<file path="src/rtl/ncl_fulladd_sequencer_if.sv">
`default_nettype none
// +----------------------------------------------------------------------------+
// | Module   : ncl_fulladd_sequencer_if                                         |
// | Brief    : Dual-rail four-phase handshake bundle between sequencer and adder|
// | Revision : 1.0                                                              |
// +----------------------------------------------------------------------------+
interface ncl_fulladd_sequencer_if;
    logic [1:0] A;
    logic [1:0] B;
    logic [1:0] carryin;
    logic       ABCOMP;
    logic       carryinCOMP;
    logic [1:0] sum;
    logic [1:0] carryout;
    logic       sumCOMP;
    logic       carryCOMP;

    modport master (
        output A, B, carryin, sumCOMP, carryCOMP,
        input  ABCOMP, carryinCOMP, sum, carryout
    );

    modport slave (
        input  A, B, carryin, sumCOMP, carryCOMP,
        output ABCOMP, carryinCOMP, sum, carryout
    );
endinterface
`default_nettype wire

</file>
<file path="src/rtl/ncl_fulladd_sequencer.sv">
`default_nettype none
// +----------------------------------------------------------------------------+
// | Module   : ncl_fulladd_sequencer                                            |
// | Brief    : Bit-serial clocked driver/receiver for a dual-rail NCL full adder|
// | Revision : 1.0                                                              |
// +----------------------------------------------------------------------------+
module ncl_fulladd_sequencer #(
    parameter int WIDTH       = 8,
    parameter int SYNC_STAGES = 2,
    parameter int TIMEOUT     = 255
) (
    input  wire logic             clk,
    input  wire logic             init,
    input  wire logic             start,
    input  wire logic [WIDTH-1:0] a_in,
    input  wire logic [WIDTH-1:0] b_in,
    input  wire logic             cin,
    output logic                  busy,
    output logic                  done,
    output logic [WIDTH-1:0]      sum_out,
    output logic                  cout_out,
    output logic                  error,
    ncl_fulladd_sequencer_if.master ncl
);

    localparam int c_IDX_W = (WIDTH > 1) ? $clog2(WIDTH) : 1;
    localparam int c_CNT_W = $clog2(TIMEOUT + 1);
    localparam logic [c_IDX_W-1:0] c_LAST_IDX = c_IDX_W'(WIDTH - 1);
    localparam logic [c_CNT_W-1:0] c_TIMEOUT  = c_CNT_W'(TIMEOUT);
    localparam logic [1:0] c_RAIL_NULL = 2'b00;
    localparam logic [1:0] c_RAIL_ILL  = 2'b11;

    typedef enum logic [1:0] {
        S_IDLE  = 2'd0,
        S_DATA  = 2'd1,
        S_NULL  = 2'd2,
        S_ERROR = 2'd3
    } state_t;

    function automatic logic [1:0] enc(input logic bit_v);
        return bit_v ? 2'b10 : 2'b01;
    endfunction

    state_t               state_q, state_d;
    logic [WIDTH-1:0]     a_q, a_d, b_q, b_d, sum_q, sum_d;
    logic [c_IDX_W-1:0]   idx_q, idx_d;
    logic [c_CNT_W-1:0]   cnt_q, cnt_d;
    logic                 c_q, c_d, cout_q, cout_d;
    logic                 busy_q, busy_d, done_q, done_d, err_q, err_d;
    logic [1:0]           rail_a_q, rail_a_d, rail_b_q, rail_b_d, rail_c_q, rail_c_d;
    logic                 scomp_q, scomp_d, ccomp_q, ccomp_d;

    // Bit order in each synchronizer word: {ABCOMP, carryinCOMP, sum, carryout}
    logic [SYNC_STAGES-1:0][5:0] sync_q;
    logic [5:0] w_ncl_raw;
    logic       w_ab_ack, w_ci_ack, w_illegal, w_timeout, w_data_done, w_null_done;
    logic [1:0] w_sum, w_cout;
    logic [c_IDX_W-1:0] w_idx_nxt;

    assign w_ncl_raw = {ncl.ABCOMP, ncl.carryinCOMP, ncl.sum, ncl.carryout};
    assign w_ab_ack  = sync_q[SYNC_STAGES-1][5];
    assign w_ci_ack  = sync_q[SYNC_STAGES-1][4];
    assign w_sum     = sync_q[SYNC_STAGES-1][3:2];
    assign w_cout    = sync_q[SYNC_STAGES-1][1:0];

    assign w_illegal   = (w_sum == c_RAIL_ILL) || (w_cout == c_RAIL_ILL);
    assign w_timeout   = (cnt_q == c_TIMEOUT);
    assign w_data_done = w_ab_ack && w_ci_ack && (w_sum != c_RAIL_NULL) && (w_cout != c_RAIL_NULL);
    assign w_null_done = !w_ab_ack && !w_ci_ack && (w_sum == c_RAIL_NULL) && (w_cout == c_RAIL_NULL);
    assign w_idx_nxt   = idx_q + c_IDX_W'(1);

    always_comb begin
        state_d  = state_q;
        a_d      = a_q;
        b_d      = b_q;
        sum_d    = sum_q;
        idx_d    = idx_q;
        c_d      = c_q;
        cout_d   = cout_q;
        busy_d   = busy_q;
        done_d   = 1'b0;
        err_d    = err_q;
        rail_a_d = rail_a_q;
        rail_b_d = rail_b_q;
        rail_c_d = rail_c_q;
        scomp_d  = scomp_q;
        ccomp_d  = ccomp_q;

        case (state_q)
            S_IDLE: begin
                if (start) begin
                    a_d      = a_in;
                    b_d      = b_in;
                    sum_d    = '0;
                    idx_d    = '0;
                    c_d      = cin;
                    busy_d   = 1'b1;
                    rail_a_d = enc(a_in[0]);
                    rail_b_d = enc(b_in[0]);
                    rail_c_d = enc(cin);
                    scomp_d  = 1'b0;
                    ccomp_d  = 1'b0;
                    state_d  = S_DATA;
                end
            end
            S_DATA, S_NULL: begin
                // A corrupt rail or a stalled phase beats any completion seen this cycle
                if (w_illegal || w_timeout) begin
                    err_d    = 1'b1;
                    busy_d   = 1'b0;
                    rail_a_d = c_RAIL_NULL;
                    rail_b_d = c_RAIL_NULL;
                    rail_c_d = c_RAIL_NULL;
                    scomp_d  = 1'b1;
                    ccomp_d  = 1'b1;
                    state_d  = S_ERROR;
                end else if (state_q == S_DATA) begin
                    if (w_data_done) begin
                        sum_d[idx_q] = w_sum[1];
                        c_d          = w_cout[1];
                        rail_a_d     = c_RAIL_NULL;
                        rail_b_d     = c_RAIL_NULL;
                        rail_c_d     = c_RAIL_NULL;
                        scomp_d      = 1'b1;
                        ccomp_d      = 1'b1;
                        state_d      = S_NULL;
                    end
                end else if (w_null_done) begin
                    scomp_d = 1'b0;
                    ccomp_d = 1'b0;
                    if (idx_q == c_LAST_IDX) begin
                        cout_d  = c_q;
                        done_d  = 1'b1;
                        busy_d  = 1'b0;
                        state_d = S_IDLE;
                    end else begin
                        idx_d    = w_idx_nxt;
                        rail_a_d = enc(a_q[w_idx_nxt]);
                        rail_b_d = enc(b_q[w_idx_nxt]);
                        rail_c_d = enc(c_q);
                        state_d  = S_DATA;
                    end
                end
            end
            S_ERROR: begin
                state_d = S_ERROR;
            end
            default: begin
                state_d = S_IDLE;
            end
        endcase

        // Phase timer restarts on every state entry, including DATA->NULL->DATA
        if (state_d != state_q) begin
            cnt_d = '0;
        end else if (w_timeout) begin
            cnt_d = cnt_q;
        end else begin
            cnt_d = cnt_q + c_CNT_W'(1);
        end
    end

    always_ff @(posedge clk or posedge init) begin
        if (init) begin
            sync_q   <= '0;
            state_q  <= S_IDLE;
            a_q      <= '0;
            b_q      <= '0;
            sum_q    <= '0;
            idx_q    <= '0;
            cnt_q    <= '0;
            c_q      <= 1'b0;
            cout_q   <= 1'b0;
            busy_q   <= 1'b0;
            done_q   <= 1'b0;
            err_q    <= 1'b0;
            rail_a_q <= c_RAIL_NULL;
            rail_b_q <= c_RAIL_NULL;
            rail_c_q <= c_RAIL_NULL;
            scomp_q  <= 1'b0;
            ccomp_q  <= 1'b0;
        end else begin
            sync_q   <= {sync_q[SYNC_STAGES-2:0], w_ncl_raw};
            state_q  <= state_d;
            a_q      <= a_d;
            b_q      <= b_d;
            sum_q    <= sum_d;
            idx_q    <= idx_d;
            cnt_q    <= cnt_d;
            c_q      <= c_d;
            cout_q   <= cout_d;
            busy_q   <= busy_d;
            done_q   <= done_d;
            err_q    <= err_d;
            rail_a_q <= rail_a_d;
            rail_b_q <= rail_b_d;
            rail_c_q <= rail_c_d;
            scomp_q  <= scomp_d;
            ccomp_q  <= ccomp_d;
        end
    end

    assign busy          = busy_q;
    assign done          = done_q;
    assign sum_out       = sum_q;
    assign cout_out      = cout_q;
    assign error         = err_q;
    assign ncl.A         = rail_a_q;
    assign ncl.B         = rail_b_q;
    assign ncl.carryin   = rail_c_q;
    assign ncl.sumCOMP   = scomp_q;
    assign ncl.carryCOMP = ccomp_q;

endmodule
`default_nettype wire

</file>
<file path="src/flat_wrapper.sv">
// flat-port wrapper written by rule: the top's interface ports become plain ports
module ncl_fulladd_sequencer_flat 
#(
    parameter int WIDTH       = 8,
    parameter int SYNC_STAGES = 2,
    parameter int TIMEOUT     = 255
)
  (clk, init, start, a_in, b_in, cin, busy, done, sum_out, cout_out, error, ncl_A, ncl_B, ncl_carryin, ncl_sumCOMP, ncl_carryCOMP, ncl_ABCOMP, ncl_carryinCOMP, ncl_sum, ncl_carryout);
  ncl_fulladd_sequencer_if ncl_i ();
  input  wire logic clk;
  input  wire logic init;
  input  wire logic start;
  input  wire logic [WIDTH-1:0] a_in;
  input  wire logic [WIDTH-1:0] b_in;
  input  wire logic cin;
  output logic busy;
  output logic done;
  output logic [WIDTH-1:0] sum_out;
  output logic cout_out;
  output logic error;
  output wire logic [$bits(ncl_i.A)-1:0] ncl_A;
  output wire logic [$bits(ncl_i.B)-1:0] ncl_B;
  output wire logic [$bits(ncl_i.carryin)-1:0] ncl_carryin;
  output wire logic [$bits(ncl_i.sumCOMP)-1:0] ncl_sumCOMP;
  output wire logic [$bits(ncl_i.carryCOMP)-1:0] ncl_carryCOMP;
  input wire logic [$bits(ncl_i.ABCOMP)-1:0] ncl_ABCOMP;
  input wire logic [$bits(ncl_i.carryinCOMP)-1:0] ncl_carryinCOMP;
  input wire logic [$bits(ncl_i.sum)-1:0] ncl_sum;
  input wire logic [$bits(ncl_i.carryout)-1:0] ncl_carryout;
  assign ncl_A = ncl_i.A;
  assign ncl_B = ncl_i.B;
  assign ncl_carryin = ncl_i.carryin;
  assign ncl_sumCOMP = ncl_i.sumCOMP;
  assign ncl_carryCOMP = ncl_i.carryCOMP;
  assign ncl_i.ABCOMP = ncl_ABCOMP;
  assign ncl_i.carryinCOMP = ncl_carryinCOMP;
  assign ncl_i.sum = ncl_sum;
  assign ncl_i.carryout = ncl_carryout;
  ncl_fulladd_sequencer #(.WIDTH(WIDTH), .SYNC_STAGES(SYNC_STAGES), .TIMEOUT(TIMEOUT)) u_core (.clk(clk), .init(init), .start(start), .a_in(a_in), .b_in(b_in), .cin(cin), .busy(busy), .done(done), .sum_out(sum_out), .cout_out(cout_out), .error(error), .ncl(ncl_i));
endmodule
</file>
<file path="config.mk">
export PLATFORM = sky130hd
export DESIGN_NAME = ncl_fulladd_sequencer_flat
export DESIGN_NICKNAME = d
export VERILOG_FILES = /design/src/rtl/ncl_fulladd_sequencer_if.sv /design/src/rtl/ncl_fulladd_sequencer.sv /design/src/flat_wrapper.sv
export SDC_FILE = /design/constraint.sdc
export NUM_CORES = 1
export LEC_CHECK = 0
export BUFFER_PORTS_ARGS = -buffer_cell sky130_fd_sc_hd__clkbuf_2
export CAP_MARGIN = 20
export CELL_PAD_IN_SITES_DETAIL_PLACEMENT = 0
export CELL_PAD_IN_SITES_GLOBAL_PLACEMENT = 1
export CORE_ASPECT_RATIO = 0.9
export CORE_MARGIN = 10
export CORE_UTILIZATION = 45
export CTS_BUF_LIST = sky130_fd_sc_hd__clkbuf_16
export CTS_CLUSTER_SIZE = 12
export DETAILED_ROUTE_END_ITERATION = 10
export PLACE_DENSITY = 0.83
export SLEW_MARGIN = 15
export SYNTH_ARGS = -nofsm -noshare
export SYNTH_HDL_FRONTEND = slang
export SYNTH_SLANG_ARGS = --single-unit
</file>
<file path="constraint.sdc">
create_clock -name clk -period 7.7 [get_ports clk]
set_clock_uncertainty 0.15 [all_clocks]
set_input_delay 0.385 -clock clk [delete_from_list [all_inputs] [get_ports clk]]
set_output_delay 0.385 -clock clk [all_outputs]
set_load 0.005 [all_outputs]
</file>
==> results of run 1 <==
==> per-stage QoR <==
stage                     hold slack, ns  std cells  utilization, %
final                            0.01251        406           55.22
after global routing            0.006753        406           55.22
after CTS                       0.002881        404           54.92
after detailed placement          0.1863        388           50.56
after global placement            0.1839        388           50.56
after floorplan                   0.1812        262               -
==> critical path, delay by kind of cell (launching register included) <==
kind	cells	cell delay (ns)
AO/OA/AOI/OAI	3	0.76
adder cells (fa/ha/maj)	1	0.61
buffers and inverters	2	0.59
flip-flops	1	0.48
AND/OR/NAND/NOR	1	0.31
==> sequential cells by signal (all words and copies together), names as in the netlist, 2 cells and up <==
signal	count
u_core.cnt_q	8
u_core.a_q	8
u_core.sync_q	12
u_core.b_q	8
u_core.ncl.A	2
u_core.state_q	2
u_core.ncl.carryin	2
u_core.sum_out	8
u_core.ncl.B	2
u_core.idx_q	3
==> cell usage in the layout (no fill, tap or decap), types with 2 or more instances in the layout <==
master / count
a21oi_1: 2
a22o_1: 3
a22oi_1: 2
a32o_1: 3
and2_1: 2
clkbuf_16: 9
clkbuf_2: 45
clkinv_1: 2
clkinv_2: 2
dfrtp_1: 61
dlygate4sd3_1: 2
ha_1: 9
inv_1: 8
mux2_2: 22
mux2i_1: 12
mux4_2: 4
nand2_1: 20
nand2b_1: 6
nand3_1: 7
nand3b_1: 2
nand4_1: 4
nor2_1: 14
nor2b_1: 4
nor3_1: 9
nor3b_1: 2
nor4_1: 2
nor4b_1: 2
o211ai_1: 6
o21ai_0: 12
o21ai_1: 2
o21bai_1: 3
o22ai_1: 5
o31ai_1: 2
or3_1: 2
xnor2_1: 2
xor2_1: 2
==> cell type report <==
type	count	area [um^2]	share of cell area, %
Clock inverter	7	58.81	1.634
Sequential cell	61	1526	42.42
Timing Repair Buffer	48	252.7	7.024
Multi-Input combinational cell	183	1393	38.70
Clock buffer	9	225.2	6.259
Tap cell	90	112.6	3.129
Inverter	8	30.03	0.8345
==> kinds of logic after synthesis <==
logic type	synth area share, %
DFF	51.02
buffers and inverters	2.426
adders and majority gates	3.764
xor gates and xnor gates	1.171
and+or+nand+nor	14.09
muxes	15.31
AOI/OAI and AO/OA	12.21
==> worst min-delay path by stage <==
stage                                       end                       start  slack (ns)  depth (start not counted)
floorplan           u_core.sync_q[10]$_DFF_PP0_  u_core.sync_q[4]$_DFF_PP0_        0.18                          0
finish               u_core.sync_q[1]$_DFF_PP0_             ncl_carryout[1]        0.01                          1
global placement     u_core.sync_q[9]$_DFF_PP0_  u_core.sync_q[3]$_DFF_PP0_        0.18                          0
detailed placement   u_core.sync_q[6]$_DFF_PP0_  u_core.sync_q[0]$_DFF_PP0_        0.19                          0
CTS                  u_core.sync_q[3]$_DFF_PP0_                  ncl_sum[1]       0.003                          1
global route         u_core.sync_q[0]$_DFF_PP0_             ncl_carryout[0]       0.007                          1
==> power by group <==
group | switching [W] | internal (W) | leakage, nW
Combinational | 0.000261 | 0.000217 | 0.717
Sequential | 0.0000577 | 0.000405 | 0.765
Clock | 0.000137 | 0.000245 | 0.145
==> per-layer routing <==
layer  vias up  GRT usage (%)  part of all wire [%]  wire length (um)
met2        73          18.92                    42              2696
met3         9          5.637                   7.2               460
met1      1039          17.59                    49              3151
met5         -              0                     0                 0
met4         0          5.411                   1.2                76
li1       1070              -                     -                 -
==> what timing repair did <==
| item | 4_1_cts | 5_1_grt |
|---|---|---|
| hold buffers | 0 | 2 |
| resized for setup | 0 | 0 |
| hold endpoints to repair | 0 | 2 |
==> impl_metrics.tcl, run 1 <==
set metrics [dict create \
    outcome "complete, no violations" \
    reg2reg_slack_ns 4.69 \
    drc 0 \
    peakVddDrop_mv 0.2257 \
    start_util_pct 45.91 \
    synth_top_flop_cell "dfrtp_1" \
    cts_buffer_depth 2 \
    timing.max_slew.rel_slack_pct 49.21 \
    ys_seq_area_share_pct 51.02 \
    area_growth_pct 20.28 \
    grt_pass1_wl_um 11350 \
    cts-buffers-inserted 9 \
    fin_ws_ns 4.693 \
    synthArstFlopShare_pct 100.0 \
    period_minus_slack_ns 3.007 \
    drtPass1Iterations 4 \
    wl_um 6385 \
    maxSlewViolCount 0 \
    p_total_w 0.001322 \
    p_per_area_mw_per_mm2 367.5 \
    antenna_found_initial 0 \
    synth_area_leaders "dfrtp_1, mux2_2, mux2i_1" \
    yosys_warnings 0 \
    drt-initial-drc-count 120 \
    insertion_delay_ns 0.33 \
    worstRegToRegCells 7 \
    finalCritPeriodShare_pct 39.05 \
    hold_violations 0 \
    dp_slack_ns 4.747 \
    grt_use_total_pct 13.40 \
    synth_area_mm2 0.002992 \
    placed_area_mm2 0.003294 \
    yosys.area.top_type "dfrtp_1" \
    crit_path_top_delay_cell "ha_1" \
    critPathArrivalTime_ns 3.08 \
    worstPathMaxFanout 14 \
    maxCapViolations 0 \
    syn_area_per_cell_um2 11.42 \
    via_per_inst 5.397 \
    die_area_mm2 0.01031 \
    setup-violations-final 0 \
    synth_seq_cells 61 \
    grt_pass1_vias 2415 \
    tightest_slew_ns 0.7619 \
    dp_hpwl_um 4571 \
    io_buffers 45 \
    die_w_um 105.9 \
    yosysTopAreaCellShare_pct 51.02 \
    num_antenna_cells 0 \
    synth_cell_type_count 52 \
    cts_root_buf "clkbuf_16" \
    grt_max_degree 62 \
    timing.rr.start "u_core.state_q[0]$_DFF_PP0_" \
    wl_per_cell_um 15.73 \
    fin_area_mm2 0.003598 \
    cts.htree.levels 3 \
    synth_edf_count 0 \
    syn_inst 262 \
    p_leak_nw 1.627 \
    setup.worst_path.start_class "flip-flop" \
    crit_path_end_kind "flip-flop" \
    path_class "flip-flop to flip-flop" \
    num_vias 2191 \
    numClockSinks 61 \
    fmax_mhz 332.6 \
    post_cts_buffers 0 \
    drive_gt1_share_pct 29.11 \
    synth_fp_nets 297 \
    io_pins 46 \
    worstReg2RegEnd "u_core.cnt_q[2]$_DFFE_PP0P_" \
    ant_nets 0 \
    grt_overflow 0 \
    yosysMostFrequentCell "dfrtp_1" \
    hp-class "primary input to flip-flop" \
    setup.worst_path.end "u_core.cnt_q[2]$_DFFE_PP0P_" \
    gp_congestion 0.8372 \
    cts.clk_slew.worst_paths_ns 0.05 \
    cpPeakStageDelay_ns 0.61 \
    core_mm2 0.006516 \
    num_rows 28 \
    die_h_um 97.35 \
    num-fill-cells 584 \
    layout.nets 346 \
    crit_start "u_core.state_q[0]$_DFF_PP0_" \
    final.setup.tns_ns 0 \
    path_cells "inv_1 -> ha_1 -> clkinv_1 -> o221a_2 -> o31ai_1 -> o211ai_2 -> nor4_1" \
    cts_tree "done" \
    crit_required_ns 7.78 \
    rsz0062_at_grt "false" \
    synth_common_cells "dfrtp_1, mux2_2, nand2_1" \
]
Power figures use the tool's default switching activity.
==> inputs of run 2 (changes only) <==
Settings changed: ABC_AREA set to 1, CORE_UTILIZATION 45 to 43.
Clock period 7.7 ns to 3.15 ns, I/O delays scaled along.
==> impl_metrics.tcl, run 2 <==
set metrics [dict create \
    die_w_um 107.8 \
    layout.cells.non_filler 481 \
    hp-class "primary input to flip-flop" \
    cts_tree "done" \
    rsz0062_at_grt "false" \
    drt-initial-drc-count 97 \
    grt_max_degree 25 \
    crit_path_end_kind "flip-flop" \
    ant_nets 0 \
    largest_register_ffs 12 \
    hold_violations 0 \
    core_mm2 0.006656 \
    numClockSinks 61 \
    cts-buffers-inserted 9 \
    yosysTopAreaCellShare_pct 51.17 \
    reg2reg_slack_ns 0.78 \
    synth_common_cells "dfrtp_1, nand2_1, nor2_1" \
    dp.cells 442 \
    num-fill-cells 587 \
    wl_um 6484 \
    setup.worst_path.end "u_core.sum_out[1]$_DFFE_PP0P_" \
    multiInputGateArea_mm2 0.001304 \
    yosys.area.top_type "dfrtp_1" \
    antenna_found_initial 0 \
    maxSlewViolCount 0 \
    die_area_mm2 0.01067 \
    final_common_cell "dfrtp_1" \
    fmax_mhz 422.5 \
    grt_pass1_vias 2262 \
    synthArstFlopShare_pct 100.0 \
    drc 0 \
    maxCapViolations 0 \
    critPathArrivalTime_ns 2.45 \
    timing.max_slew.rel_slack_pct 49.08 \
    via_per_inst 4.836 \
    cts.htree.levels 3 \
    synth_fp_nets 346 \
    syn_inst 311 \
    finalCritPeriodShare_pct 75.14 \
    outcome "complete, no violations" \
    start_util_pct 44.81 \
    fin_area_mm2 0.003822 \
    worstReg2RegEnd "u_core.sum_out[1]$_DFFE_PP0P_" \
    grt_pass1_wl_um 11150 \
    io_buffers 45 \
    cts.clk_slew.worst_paths_ns 0.05 \
    cts_root_buf "clkbuf_16" \
    num_antenna_cells 0 \
    die_h_um 99.02 \
    worstRegToRegCells 10 \
    grt_overflow 0 \
    placed_area_mm2 0.003299 \
    worstPathMaxFanout 20 \
    setup.worst_path.start_class "flip-flop" \
    tightest_slew_ns 0.7619 \
    insertion_delay_ns 0.32 \
    synth_edf_count 0 \
    period_minus_slack_ns 2.367 \
    grt_use_total_pct 12.92 \
    yosys_warnings 0 \
    area_growth_pct 28.15 \
    synth_area_leaders "dfrtp_1, mux2_2, nand2_1" \
    drive_gt1_share_pct 30.18 \
    setup-violations-final 0 \
    num_vias 2326 \
    io_pins 46 \
    seqCellArea_mm2 0.001526 \
    cts_buffer_depth 2 \
    num_rows 28 \
    drtPass1Iterations 4 \
    crit_required_ns 3.24 \
    p_leak_nw 1.885 \
    ys_seq_area_share_pct 51.17 \
    synth_top_flop_cell "dfrtp_1" \
    wl_per_cell_um 13.48 \
    crit_start "u_core.state_q[0]$_DFF_PP0_" \
    final.setup.tns_ns 0 \
    gp_congestion 0.8586 \
    yosysMostFrequentCell "dfrtp_1" \
    p_per_area_mw_per_mm2 473.4 \
    syn_area_per_cell_um2 9.591 \
    synth_area_mm2 0.002983 \
    timing.rr.start "u_core.state_q[0]$_DFF_PP0_" \
    synth_seq_cells 61 \
    peakVddDrop_mv 0.3519 \
    synth_cell_type_count 36 \
    top_register "u_core.sync_q" \
    path_class "flip-flop to flip-flop" \
    utilization_pct 57.42 \
    dp_hpwl_um 4718 \
    layout.nets 421 \
    layout_common_cells "dfrtp_1, clkbuf_2, nand2_1" \
]
-- run 2: cell count changes after synthesis, sizes merged, moves of 9 or more --
cell | previous run | this run
a21oi | 2 | 18
inv | 7 | 29
mux2 | 22 | 13
mux2i | 12 | 1
nand2 | 20 | 50
nand3 | 7 | 23
nor2 | 14 | 46
o21ai | 14 | 26
-- run 2: cells by family after synthesis --
group / Yosys count / share of synthesized area (%)
and+or+nand+nor: 127 / 22.11
AOI/OAI and AO/OA: 61 / 11.70
DFF: 61 / 51.17
buffers and inverters: 36 / 5.117
muxes: 14 / 5.243
adders and majority gates: 9 / 3.775
xor gates and xnor gates: 3 / 0.8810
-- run 2: worst min path at each step --
stage | end | startpoint | slack, ns | depth (start not counted)
CTS | u_core.state_q[1]$_DFF_PP0_ | start | 0.03 | 4
floorplan | u_core.sync_q[0]$_DFF_PP0_ | ncl_carryout[0] | 0.04 | 0
global placement | u_core.sync_q[3]$_DFF_PP0_ | init | 0.03 | 2
finish | u_core.state_q[1]$_DFF_PP0_ | start | 0.05 | 4
global route | u_core.state_q[1]$_DFF_PP0_ | start | 0.08 | 4
detailed placement | u_core.b_q[1]$_DFFE_PP0P_ | init | 0.03 | 2
-- run 2: power by group --
part,switching (W),internal (W)
sequential,0.00000384,0.000793
clock,0.000330,0.000606
combinational,0.0000402,0.0000374
total,0.000374,0.00144
-- run 2: worst max-delay path: stages (launching register included) --
cell	delay [ns]
dfrtp_1	0.43
inv_1	0.22
ha_1	0.28
buf_4	0.21
inv_1	0.13
nor2_2	0.06
inv_2	0.06
nand3_2	0.26
nor2_1	0.25
nor2_1	0.07
a211oi_1	0.16
-- run 2: layer usage --
metal / up-vias / share of wire [%] / track usage [%]
met4: 0 / 0.93 / 4.620
met1: 1073 / 49 / 17.34
met2: 53 / 43 / 18.06
met3: 5 / 7.1 / 5.469
met5: - / 0 / 0
li1: 1195 / - / -
-- run 2: stage by stage --
stage          total power [W]  setup WS, ns  hold slack, ns
6_report              0.001810        0.7830         0.05059
5_1_grt               0.001890        0.5947         0.08121
4_1_cts               0.001831        0.7932         0.03469
3_5_place_dp         0.0008657        0.7983         0.03482
3_3_place_gp         0.0008656        0.9179         0.03083
2_1_floorplan        0.0008376         1.200         0.03893
-- run 2: timing repair --
action                    4_1_cts  5_1_grt
gates resized for setup         0        0
buffers inserted                0        0
hold endpoints to repair       44        0
hold buffers                   23        0
-- run 2: area by class of cell --
cell class	count	area share (%)
clock buffer	9	5.892
timing repair buffer	71	12.50
multi-input combinational	214	34.11
tap	90	2.946
sequential	61	39.93
clock inverter	7	1.768
inverter	29	2.848
==> inputs of run 3 (changes only) <==
Settings changed: ABC_AREA 1 to 0, CORE_UTILIZATION 43 to 45.
Clock period 3.15 ns to 2.4 ns, I/O delays scaled along.
==> impl_metrics.tcl, run 3 (synthesis gave the netlist of run 1 again) <==
set metrics [dict create \
    maxSlewViolCount 0 \
    grt_max_degree 36 \
    largest_register_ffs 12 \
    p_int_w 0.003191 \
    cts_tree "done" \
    num_rows 28 \
    hold_violations 0 \
    cts-buffers-inserted 9 \
    die_w_um 105.9 \
    period_minus_slack_ns 2.419 \
    dp_hpwl_um 5010 \
    setup.worst_path.start_class "flip-flop" \
    wl_um 7051 \
    switching_share_pct 33.53 \
    cts_buffer_depth 2 \
    p_leak_nw 1.894 \
    die_area_mm2 0.01031 \
    layout_common_cells "dfrtp_1, clkbuf_2, buf_4" \
    maxCapViolations 0 \
    core_mm2 0.006516 \
    io_pins 46 \
    gp_congestion 0.8579 \
    insertion_delay_ns 0.33 \
    peakVddDrop_mv 0.7144 \
    die_h_um 97.35 \
    p_total_w 0.004800 \
    crit_required_ns 2.47 \
    final.setup.tns_ns -0.06918 \
    drc 0 \
    placed_area_mm2 0.003540 \
    finalCritPeriodShare_pct 100.8 \
    layout.cells.non_filler 461 \
    layout.nets 401 \
    path_class "flip-flop to flip-flop" \
    grt_pass1_wl_um 12210 \
    num_antenna_cells 0 \
    grt_pass1_vias 2554 \
    sequentialPowerShare_pct 30.5 \
    cts_root_buf "clkbuf_16" \
    numClockSinks 61 \
    p_clk_share_pct 28.6 \
    worstRegToRegCells 5 \
    num_vias 2460 \
    holdPathStages 3 \
    worstPathMaxFanout 6 \
    top_register "u_core.sync_q" \
    utilization_pct 63.44 \
    critPathArrivalTime_ns 2.49 \
    cts.htree.levels 3 \
    fin_area_mm2 0.004134 \
    fmax_mhz 413.4 \
    tightest_slew_ns 0.5830 \
    violations "negative setup slack" \
    via_per_inst 5.336 \
    antenna_found_initial 0 \
    crit_path_end_kind "flip-flop" \
    rsz0062_at_grt "true" \
    drtPass1Iterations 4 \
    grt_use_total_pct 14.47 \
    cts.clk_slew.worst_paths_ns 0.05 \
    area_growth_pct 38.18 \
    dp.cells 419 \
    drive_gt1_share_pct 35.85 \
    pwr-share-comb_pct 40.8 \
    ant_nets 0 \
    final_common_cell "dfrtp_1" \
    hp-class "primary input to flip-flop" \
    power.switching_w 0.001609 \
    wl_per_cell_um 15.30 \
    io_buffers 45 \
    setup-violations-final 8 \
    timing.max_slew.rel_slack_pct 61.08 \
    outcome "finished with violations" \
    fin_ws_ns -0.01876 \
    p_per_area_mw_per_mm2 1161 \
    start_util_pct 45.91 \
    grt_overflow 0 \
    drt-initial-drc-count 122 \
]
## run 3: layout make-up
cell class,count,area [um^2]
Timing Repair Buffer,103,734.5
Inverter,8,30.03
Multi-Input combinational cell,183,1415
Sequential cell,61,1526
Fill cell,524,2382
Clock inverter,7,90.09
Tap cell,90,112.6
Clock buffer,9,225.2
## run 3: final timing paths
check / from / end / slack (ns)
min reg2reg: u_core.sync_q[3]$_DFF_PP0_ / u_core.sync_q[9]$_DFF_PP0_ / 0.19
min in group asynchronous: init / u_core.sync_q[8]$_DFF_PP0_ / 0.24
max: u_core.sync_q[11]$_DFF_PP0_ / u_core.ncl.A[1]$_DFFE_PP0P_ / -0.02
max reg2reg: u_core.sync_q[11]$_DFF_PP0_ / u_core.ncl.A[1]$_DFFE_PP0P_ / -0.02
min: cin / u_core.ncl.carryin[0]$_DFFE_PP0P_ / 0.04
max in group asynchronous: init / u_core.ncl.sumCOMP$_DFFE_PP0P_ / 1.28
## run 3: metal layers
metal  global-route usage (%)  part of all wire [%]
met4                    6.868                   1.7
met5                        0                     0
met2                    21.82                    47
met1                    18.43                    46
met3                    4.443                   4.9
## run 3: metrics by stage
stage	setup WS [ns]	hold slack, ns
6_report	-0.01876	0.04250
3_5_place_dp	-0.06438	0.05464
2_1_floorplan	-0.04754	0.001430
3_3_place_gp	-0.02175	0.04194
4_1_cts	-0.05554	0.04436
5_1_grt	-0.09851	0.07006
## run 3: timing repair
| item | 4_1_cts | 5_1_grt |
|---|---|---|
| gates resized for setup | 1 | 6 |
| hold buffers | 23 | 0 |
| hold endpoints to repair | 48 | 0 |
| buffers inserted | 2 | 1 |
| gates cloned | 0 | 0 |
| setup endpoints to repair | 14 | 22 |
| pin swaps | 1 | 2 |
## run 3: power by group through the flow
stage / clock network (W) / logic, W / registers [W]
floorplan: 0 / 0.00117 / 0.00144
CTS: 0.00139 / 0.00187 / 0.00146
global route: 0.00143 / 0.00216 / 0.00149
detailed placement: 0 / 0.00183 / 0.00148
finish: 0.00137 / 0.00196 / 0.00147
global placement: 0 / 0.00179 / 0.00147
## run 3: worst max-delay path: stages (launching register included)
cell and delay [ns]:
dfrtp_1 0.37, or4_4 0.53, or3_4 0.35, a222oi_1 0.30
o21a_2 0.26, mux2_2 0.35
